### src/rtl/tone_sequencer.sv
// Multi-note square-wave tone sequencer: plays a runtime-loaded table of half-period
// counts as a signed PCM square wave, one-shot or looping, ascending or descending.
module tone_sequencer #(
    parameter int CLOCK_FREQUENCY = 50000000,
    parameter int NUM_NOTES       = 4,
    parameter int DIV_WIDTH       = 19,
    parameter int NOTE_MS         = 200,
    parameter int GAP_MS          = 0,
    parameter int AMPLITUDE       = 10000000,
    localparam int IDX_W          = (NUM_NOTES > 1) ? $clog2(NUM_NOTES) : 1
) (
    input  logic                           CLOCK_50,
    input  logic                           reset,
    input  logic                           start,
    input  logic                           stop,
    input  logic                           descend,
    input  logic                           loop,
    input  logic [NUM_NOTES*DIV_WIDTH-1:0] note_table,
    output logic [31:0]                    sample,
    output logic                           busy,
    output logic                           done,
    output logic [IDX_W-1:0]               note_idx,
    output logic [1:0]                     state_dbg
);

    localparam logic [31:0]      NOTE_CYC = 32'(CLOCK_FREQUENCY / 1000 * NOTE_MS);
    localparam logic [31:0]      GAP_CYC  = 32'(CLOCK_FREQUENCY / 1000 * GAP_MS);
    localparam logic [IDX_W-1:0] LAST_IDX = IDX_W'(NUM_NOTES - 1);
    localparam logic [31:0]      AMP_POS  = 32'(AMPLITUDE);
    localparam logic [31:0]      AMP_NEG  = 32'(-AMPLITUDE);

    typedef enum logic [1:0] {
        S_IDLE = 2'd0,
        S_PLAY = 2'd1,
        S_GAP  = 2'd2
    } state_t;

    state_t                 state_q, state_d;
    logic [IDX_W-1:0]       note_idx_q, note_idx_d;
    logic [31:0]            dur_q, dur_d;
    logic [DIV_WIDTH-1:0]   phase_q, phase_d;
    logic                   level_q, level_d;
    logic                   descend_q, descend_d;
    logic                   loop_q, loop_d;
    logic                   start_prev_q, start_prev_d;
    logic [31:0]            sample_q, sample_d;
    logic                   busy_q, busy_d;
    logic                   done_q, done_d;

    logic [DIV_WIDTH-1:0]   cur_entry;
    logic                   start_edge;
    logic                   is_last;
    logic [IDX_W-1:0]       first_idx;
    logic [IDX_W-1:0]       step_idx;
    logic                   advance;

    always_comb begin
        cur_entry  = note_table[int'(note_idx_q) * DIV_WIDTH +: DIV_WIDTH];
        start_edge = start & ~start_prev_q;
        first_idx  = descend_q ? LAST_IDX : '0;
        is_last    = (note_idx_q == (descend_q ? '0 : LAST_IDX));
        step_idx   = descend_q ? (note_idx_q - IDX_W'(1)) : (note_idx_q + IDX_W'(1));
    end

    // start is a level input: only a 0->1 transition seen in IDLE launches a sequence.
    // stop overrides everything, including a launch or a completion in the same cycle.
    always_comb begin
        state_d      = state_q;
        note_idx_d   = note_idx_q;
        dur_d        = dur_q;
        phase_d      = phase_q;
        level_d      = level_q;
        descend_d    = descend_q;
        loop_d       = loop_q;
        start_prev_d = start;
        done_d       = 1'b0;
        advance      = 1'b0;

        // Registered one cycle behind the state and level that produce it.
        if (state_q == S_PLAY && cur_entry != '0) begin
            sample_d = level_q ? AMP_POS : AMP_NEG;
        end else begin
            sample_d = '0;
        end

        if (stop) begin
            state_d = S_IDLE;
        end else begin
            case (state_q)
                S_IDLE: begin
                    if (start_edge) begin
                        state_d    = S_PLAY;
                        descend_d  = descend;
                        loop_d     = loop;
                        note_idx_d = descend ? LAST_IDX : '0;
                        dur_d      = '0;
                        phase_d    = '0;
                        level_d    = 1'b1;
                    end
                end
                S_PLAY: begin
                    if (phase_q == cur_entry) begin
                        phase_d = '0;
                        level_d = ~level_q;
                    end else begin
                        phase_d = phase_q + 1'b1;
                    end
                    if (dur_q == NOTE_CYC - 32'd1) begin
                        if (GAP_CYC != 32'd0) begin
                            state_d = S_GAP;
                            dur_d   = '0;
                        end else begin
                            advance = 1'b1;
                        end
                    end else begin
                        dur_d = dur_q + 32'd1;
                    end
                end
                S_GAP: begin
                    if (dur_q == GAP_CYC - 32'd1) begin
                        advance = 1'b1;
                    end else begin
                        dur_d = dur_q + 32'd1;
                    end
                end
                default: begin
                    state_d = S_IDLE;
                end
            endcase

            if (advance) begin
                dur_d   = '0;
                phase_d = '0;
                level_d = 1'b1;
                if (!is_last) begin
                    note_idx_d = step_idx;
                    state_d    = S_PLAY;
                end else if (loop_q) begin
                    note_idx_d = first_idx;
                    state_d    = S_PLAY;
                end else begin
                    state_d = S_IDLE;
                    done_d  = 1'b1;
                end
            end
        end

        busy_d = (state_d != S_IDLE);
    end

    always_ff @(posedge CLOCK_50) begin
        if (!reset) begin
            state_q      <= S_IDLE;
            note_idx_q   <= '0;
            dur_q        <= '0;
            phase_q      <= '0;
            level_q      <= 1'b0;
            descend_q    <= 1'b0;
            loop_q       <= 1'b0;
            start_prev_q <= 1'b1;
            sample_q     <= '0;
            busy_q       <= 1'b0;
            done_q       <= 1'b0;
        end else begin
            state_q      <= state_d;
            note_idx_q   <= note_idx_d;
            dur_q        <= dur_d;
            phase_q      <= phase_d;
            level_q      <= level_d;
            descend_q    <= descend_d;
            loop_q       <= loop_d;
            start_prev_q <= start_prev_d;
            sample_q     <= sample_d;
            busy_q       <= busy_d;
            done_q       <= done_d;
        end
    end

    assign sample    = sample_q;
    assign busy      = busy_q;
    assign done      = done_q;
    assign note_idx  = note_idx_q;
    assign state_dbg = state_q;

endmodule

### config.mk
export PLATFORM = sky130hd
export DESIGN_NAME = tone_sequencer
export DESIGN_NICKNAME = d
export VERILOG_FILES = /design/src/rtl/tone_sequencer.sv
export SDC_FILE = /design/constraint.sdc
export NUM_CORES = 1
export LEC_CHECK = 0
export ABC_CLOCK_PERIOD_IN_PS = 3340
export BUFFER_PORTS_ARGS = -buffer_cell sky130_fd_sc_hd__buf_2
export CAP_MARGIN = 20
export CORE_ASPECT_RATIO = 0.75
export CORE_MARGIN = 4
export CORE_UTILIZATION = 45
export CTS_CLUSTER_DIAMETER = 100
export CTS_CLUSTER_SIZE = 40
export DETAILED_ROUTE_END_ITERATION = 7
export GPL_ROUTABILITY_DRIVEN = 0
export GPL_TIMING_DRIVEN = 0
export PLACE_DENSITY = 0.7
export SLEW_MARGIN = 20
export SYNTH_ARGS = -nofsm -noshare
export SYNTH_HDL_FRONTEND = slang
export SYNTH_SLANG_ARGS = --single-unit
### constraint.sdc
create_clock -name CLOCK_50 -period 3.34 [get_ports CLOCK_50]
set_input_delay 0.668 -clock CLOCK_50 [delete_from_list [all_inputs] [get_ports CLOCK_50]]
set_output_delay 0.668 -clock CLOCK_50 [all_outputs]
set_load 0.005 [all_outputs]
# ---- Word level (Yosys, flattened, before mapping)
# Cells that the tools add are included.
dict set report totals {
  regBits 93
  in_bits 82
  output_inout_bits 38
  word_cells 81
}
dict set report classes {
  addsub 4
  multipliers 1
  eq_ne 10
  shift 1
  n_mux 34
  bitwise_logic 7
  reduce_logical 13
}
# cell n
set ops {}
lappend ops {{2-to-1 mux 32 bit} 5}
lappend ops {{case mux 32 bit (3 select lines)} 1}
lappend ops {{indexed part select 76 x 8 -> 19 bit} 1}
lappend ops {{2-to-1 mux 19 bit} 3}
lappend ops {{case mux 19 bit (2 select lines)} 1}
lappend ops {{adder 32 x 1 -> 32 bit (second input constant)} 1}
lappend ops {{equality test 32 x 24 -> 1 bit (second input constant)} 1}
lappend ops {{equality test 32 bit (second input constant)} 1}
lappend ops {{2-to-1 mux 2 bit} 12}
lappend ops {{adder 19 x 1 -> 19 bit (second input constant)} 1}
lappend ops {{equality test 19 bit} 1}
lappend ops {{nonzero test 19 bit} 1}
lappend ops {{2-to-1 mux 1 bit} 9}
lappend ops {{multiplier 2 x 5 -> 7 bit (second input constant)} 1}
lappend ops {{inequality test 3 bit (second input constant)} 2}
lappend ops {{NOT 1 bit} 6}
lappend ops {{AND reduction 3 bit} 2}
lappend ops {{AND reduction 5 bit} 1}
lappend ops {{case mux 1 bit (2 select lines)} 2}
lappend ops {{case mux 2 bit (2 select lines)} 1}
lappend ops {{AND reduction 4 bit} 1}
lappend ops {{nonzero test 4 bit} 1}
lappend ops {{OR reduction 4 bit} 1}
lappend ops {{inequality test 3 x 1 -> 1 bit (second input constant)} 1}
lappend ops {{other kinds (13)} 13}

# ---- Depth between registers and ports, before layout
dict set report depth {
  ltp_word 7
  depth_mapped 12
  depth_no_buf 9
}

# ---- Worst setup path after synthesis
# OpenSTA, ideal clock, no wires.
dict set report synth_path {
  path_type {register to register}
  startpoint {register dur_q[0]}
  endpoint {register phase_q[18]}
  setup_time_ps 125
  arrival_time_ps 2329
  path_slack_ps 886
  stages_incl_launch_ff 13
  n_path_buf 4
  period_less_slack_ps 2454
  cell_sequence {dfxtp_1 > ha_1 > and3_1 > buf_4 > nand4_1 > or2_2 > a21o_1 > buf_6 > a21o_1 > buf_4 > buf_2 > o31ai_1 > a21oi_1}
}
dict set report synth_via {
  elab_chain_len 6
  word_cells_on_any_way 10
  cone_classes {eq/ne: 3; mux: 5; reduce/logical: 2}
}
# item line
set synth_lines {}
lappend synth_lines {{start, declared} 40} ;# logic [31:0] dur_q, dur_d;
lappend synth_lines {{start signal, assigned} 167} ;# dur_q <= dur_d;
lappend synth_lines {{equality test 32 bit / equality test 32 x 24 -> 1 bit (equally long branches)} {120, 108}}
lappend synth_lines {{2-to-1 mux 1 bit, on equally long branches} {120, 108}}
lappend synth_lines {{case mux 1 bit (2 select lines) (*)} 89} ;# case (state_q)
lappend synth_lines {{2-to-1 mux 1 bit (*)} 86} ;# if (stop) begin
lappend synth_lines {{inequality test 3 bit (no line) / nonzero test 3 bit (equally long branches)} --}
lappend synth_lines {{AND reduction 3 bit (no line)} --}
lappend synth_lines {{end signal, assigned} 168} ;# phase_q <= phase_d;
lappend synth_lines {{end, declared} 41} ;# logic [DIV_WIDTH-1:0] phase_q, phase_d;
# Mark *: on every way between the ends. The rest lies on a longest branch, timed or not. The select of a mux whose other input is x is not followed.
# A chain may end at the register's enable or synchronous reset.

# ---- Worst setup path after layout
dict set report layout_path {
  startpoint {register state_q[0], in the netlist state_dbg[0]}
  endpoint {register phase_q[16]}
}
dict set report layout_via {
  elab_chain_len 5
  word_cells_on_any_way 10
  cone_classes {eq/ne: 3; mux: 4; reduce/logical: 3}
}
# item line
set layout_lines {}
lappend layout_lines {{start, declared} 38} ;# state_t state_q, state_d;
lappend layout_lines {{start signal, assigned} 165} ;# state_q <= state_d;
lappend layout_lines {{equality test 2 bit / equality test 2 x 1 -> 1 bit (equally long branches)} 89}
lappend layout_lines {{case mux 1 bit (2 select lines)} 89}
lappend layout_lines {{2-to-1 mux 1 bit} 86}
lappend layout_lines {{inequality test 3 bit (no line) / nonzero test 3 bit (equally long branches)} --}
lappend layout_lines {{AND reduction 3 bit (no line)} --}
# Several ways; a longest one is shown, not always the timed one. The select of a mux whose other input is x is not followed.

==> summary.txt <==
Setup path
  • WS Path Type: reg2reg
  • Flop2flop setup slack: approximately 320 ps
  • Critical path cell sequence: inv_1 > ha_1 > inv_1 > or2_2 > clkbuf_1 > a21boi_1 > a21o_1 > buf_4 > buf_2 > a22oi_1 > o21ai_0
  • Worst r2r dst: phase_q[16]
  • CP max-delay cell: a21boi_1
  • CP max FO: 10
  • CP top delay family: compound AO/OA/AOI/OAI gates
  • CP arrival: between 3000 and 4000 ps
  • Buf/Inv on CP: 5
  • R2R depth: 11
  • Crit path launch type: flip-flop
  • Cell mode on critical path: inv_1
  • CP peak stage delay: about 660 ps
  • Critical R2R Launch: state_dbg[0]
  • Worst EP required: approximately 3600 ps
  • CP Capture Type: flip-flop

Global routing
  • GR Overflow Total: 0
  • Met3 usage: 0.0732
  • Met2 GRT Util: 0.370
  • Met1 usage: 0.323
  • First-pass GRT wire length: roughly 23000 µm
  • Number of global-route vias before repair: 4641
  • Largest net degree at the start of global routing: 18
  • Global Route Usage Sum: 0.239
  • Antenna violations before repair: 0
  • Gr busiest metal: met2

Min path
  • Worst Hold Path Cells: 1
  • Worst Hold End: sample[30]
  • Min-delay src: level_q
  • Min-Delay Path Class: reg2reg

STA
  • Crit path time final: between 3000 and 4000 ps
  • Setup_tns: 0 ps
  • Fin crit share: 0.905
  • Fmax: 331 MHz
  • Final setup violating endpoints: 0
  • Worst Tran Pin Value: roughly 750 ps
  • Relative slew slack: 0.496
  • Slew Limit Fails: 0
  • Fin. Hold Viols: 0
  • PnR worst setup slack: 317 ps
  • RSZ-0062 raised after global routing: false
  • Skew final: roughly 2.8 ps

Synth
  • Ys Warns: 0
  • Register area share after synthesis: 0.277
  • Most common flop cell mapped by yosys: dfxtp_1
  • Yosys top cell by area: dfxtp_1
  • Cells after Synth: roughly 550
  • Share of the synthesized area in the top cell type: 0.277
  • Ranking of synthesized cells by area: dfxtp_1 (28%), mux4_2 (9.3%), xnor2_1 (7.0%)
  • Commonest cells post-synth: dfxtp_1 (64), nor2_1 (37), xnor2_1 (37)
  • Async S/R FF share, synth: 0
  • Synthesized area: about 4600 µm²
  • Synth cell types: 61
  • Post-synth EDFFs: 0
  • FF+latch count, synth: 64
  • Top-count cell post-synth: dfxtp_1
  • Post-Syn Area per Cell: around 8.4 µm²

Clocking
  • Post-cts resize count: 0
  • CTS tree: done
  • Post-CTS Hold Buffers: 0
  • Clk root buf: clkbuf_16
  • Worst skew pair latency: about 340 ps
  • H-tree depth: 3
  • CTS buffer count: 9
  • Clock sinks: 64
  • Number of post-CTS setup repair buffers: 0
  • Clock Path Buffers: 2
  • Clock slew at the register clock pins of the worst setup and hold paths: around 50 ps

Cells and area
  • Antenna cell count: 0
  • Fillers: ~900
  • # nets final: around 760
  • Register cell area after layout: around 1300 µm²
  • Ratio of cells with drive above 1 in the final layout: 0.295
  • Finished Core Util: 0.575
  • Area of the multi-input gates: ~2900 µm²
  • Fin area: around 5700 µm²
  • Area Overhead vs Synth: 22.6%

Detailed routing
  • Drt pass-1 iters: 5
  • Starting DRT DRC Count: between 300 and 400
  • Routed vias: ~4800
  • Drt via density: a little under 6
  • Routed wire per std cell: between 15 and 20 µm
  • DRC violations left: 0
  • Detail Route Antenna Nets: 0
  • Drt total wl: roughly 14000 µm

Floorplan
  • Chip width: around 130 µm
  • Row count: 31
  • Initial Util: 0.469
  • Core box area: roughly 9900 µm²
  • Die Y-Extent: roughly 96 µm
  • Ports: between 100 and 150
  • Die ar.: 12000 µm²

Power and ir drop
  • Power Density: between 300 and 400 nW/µm²
  • Switching fraction of total power: 0.242
  • Clock power share: 0.485
  • VDD IR-drop max: 0.000265 V
  • Switching power: between 400 and 500 µW
  • Total power: 1990 µW
  • Static leakage: roughly 0.0021 µW
  • Logic pwr share: 0.125
  • Internal Power: 1510 µW
  • Sequential Power Share: 0.390

Run
  • Max cap viols: 0

Place
  • Dpl cell area: about 5400 µm²
  • Setup WS pre-CTS: 266 ps
  • DP Wirelength: ~11000 µm
  • IO buf count: ~110

Outcome
  • Run status: finished, final reports clean
-- routing by layer --
layer,vias to the layer above,part of all wire
li1,2289,-
met1,2253,0.46
met2,224,0.42
met3,27,0.11
met4,0,0.017
met5,-,0
-- through the flow --
stage / hold slack [ps] / instances
2_1_floorplan: 413 / 554
3_3_place_gp: 431 / 797
3_5_place_dp: 436 / 797
4_1_cts: 446 / 813
5_1_grt: 485 / 813
6_report: 446 / 813
-- layout by cell type (no fill, tap or decap), types with 9 or more instances in the layout --
cell type  count
a211oi_1      10
or4_1         10
nor3_1        12
nand3_1       35
mux4_2        19
a21oi_1       34
and3_1         9
inv_1         16
buf_2        116
nand2_1       34
clkbuf_16      9
nor2_1        37
or3_1         12
nand4_1       15
nor4_1        14
o21ai_0       21
buf_4         33
dfxtp_1       64
xnor2_1       37
clkbuf_1      20
-- kinds of logic (layout without fill, tap and decap cells) --
group | Yosys count | after routing | share of synthesized area
other | 1 | 7 | 0.000811
buffers and inverters | 77 | 204 | 0.0939
adder cells (fa/ha/maj) | 6 | 6 | 0.0162
multiplexers | 23 | 23 | 0.102
AO/OA/AOI/OAI | 123 | 123 | 0.182
flip-flops | 64 | 64 | 0.277
XOR/XNOR | 37 | 37 | 0.0701
AND/OR/NAND/NOR | 217 | 217 | 0.258
-- cell type report --
class / instances / share of cell area
plain buffers: 60 / 0.0654
clock buffers: 13 / 0.0459
clock inverters: 3 / 0.00707
inverters: 17 / 0.0113
multi-input cells: 413 / 0.517
flip-flops and latches: 64 / 0.226
well taps: 132 / 0.0292
repair buffers: 111 / 0.0981
-- power by group through the flow --
stage | sequential [µW] | combinational [µW] | clock (µW)
6_report | 775 | 248 | 965
5_1_grt | 775 | 269 | 1000
4_1_cts | 775 | 245 | 975
3_5_place_dp | 791 | 244 | 0
3_3_place_gp | 791 | 239 | 0
2_1_floorplan | 790 | 145 | 0
-- flip-flops by register name (all words and copies together) (netlist names) --
| name | count |
|---|---|
| busy | 1 |
| descend_q | 1 |
| done | 1 |
| dur_q | 32 |
| level_q | 1 |
| loop_q | 1 |
| note_idx | 2 |
| phase_q | 19 |
| sample | 3 |
| start_prev_q | 1 |
| state_dbg | 2 |
-- how the worst max path moves through the flow --
stage	startpoint	end	slack [ps]	depth (start not counted)
2_1_floorplan	dur_q[0]	phase_q[18]	890	12
3_3_place_gp	start	phase_q[16]	300	10
3_5_place_dp	start	phase_q[16]	270	10
4_1_cts	note_idx[1]	phase_q[9]	350	9
5_1_grt	state_dbg[0]	phase_q[16]	90	11
6_report	state_dbg[0]	phase_q[16]	320	11
No activity file was read; power rests on OpenSTA's default activity.
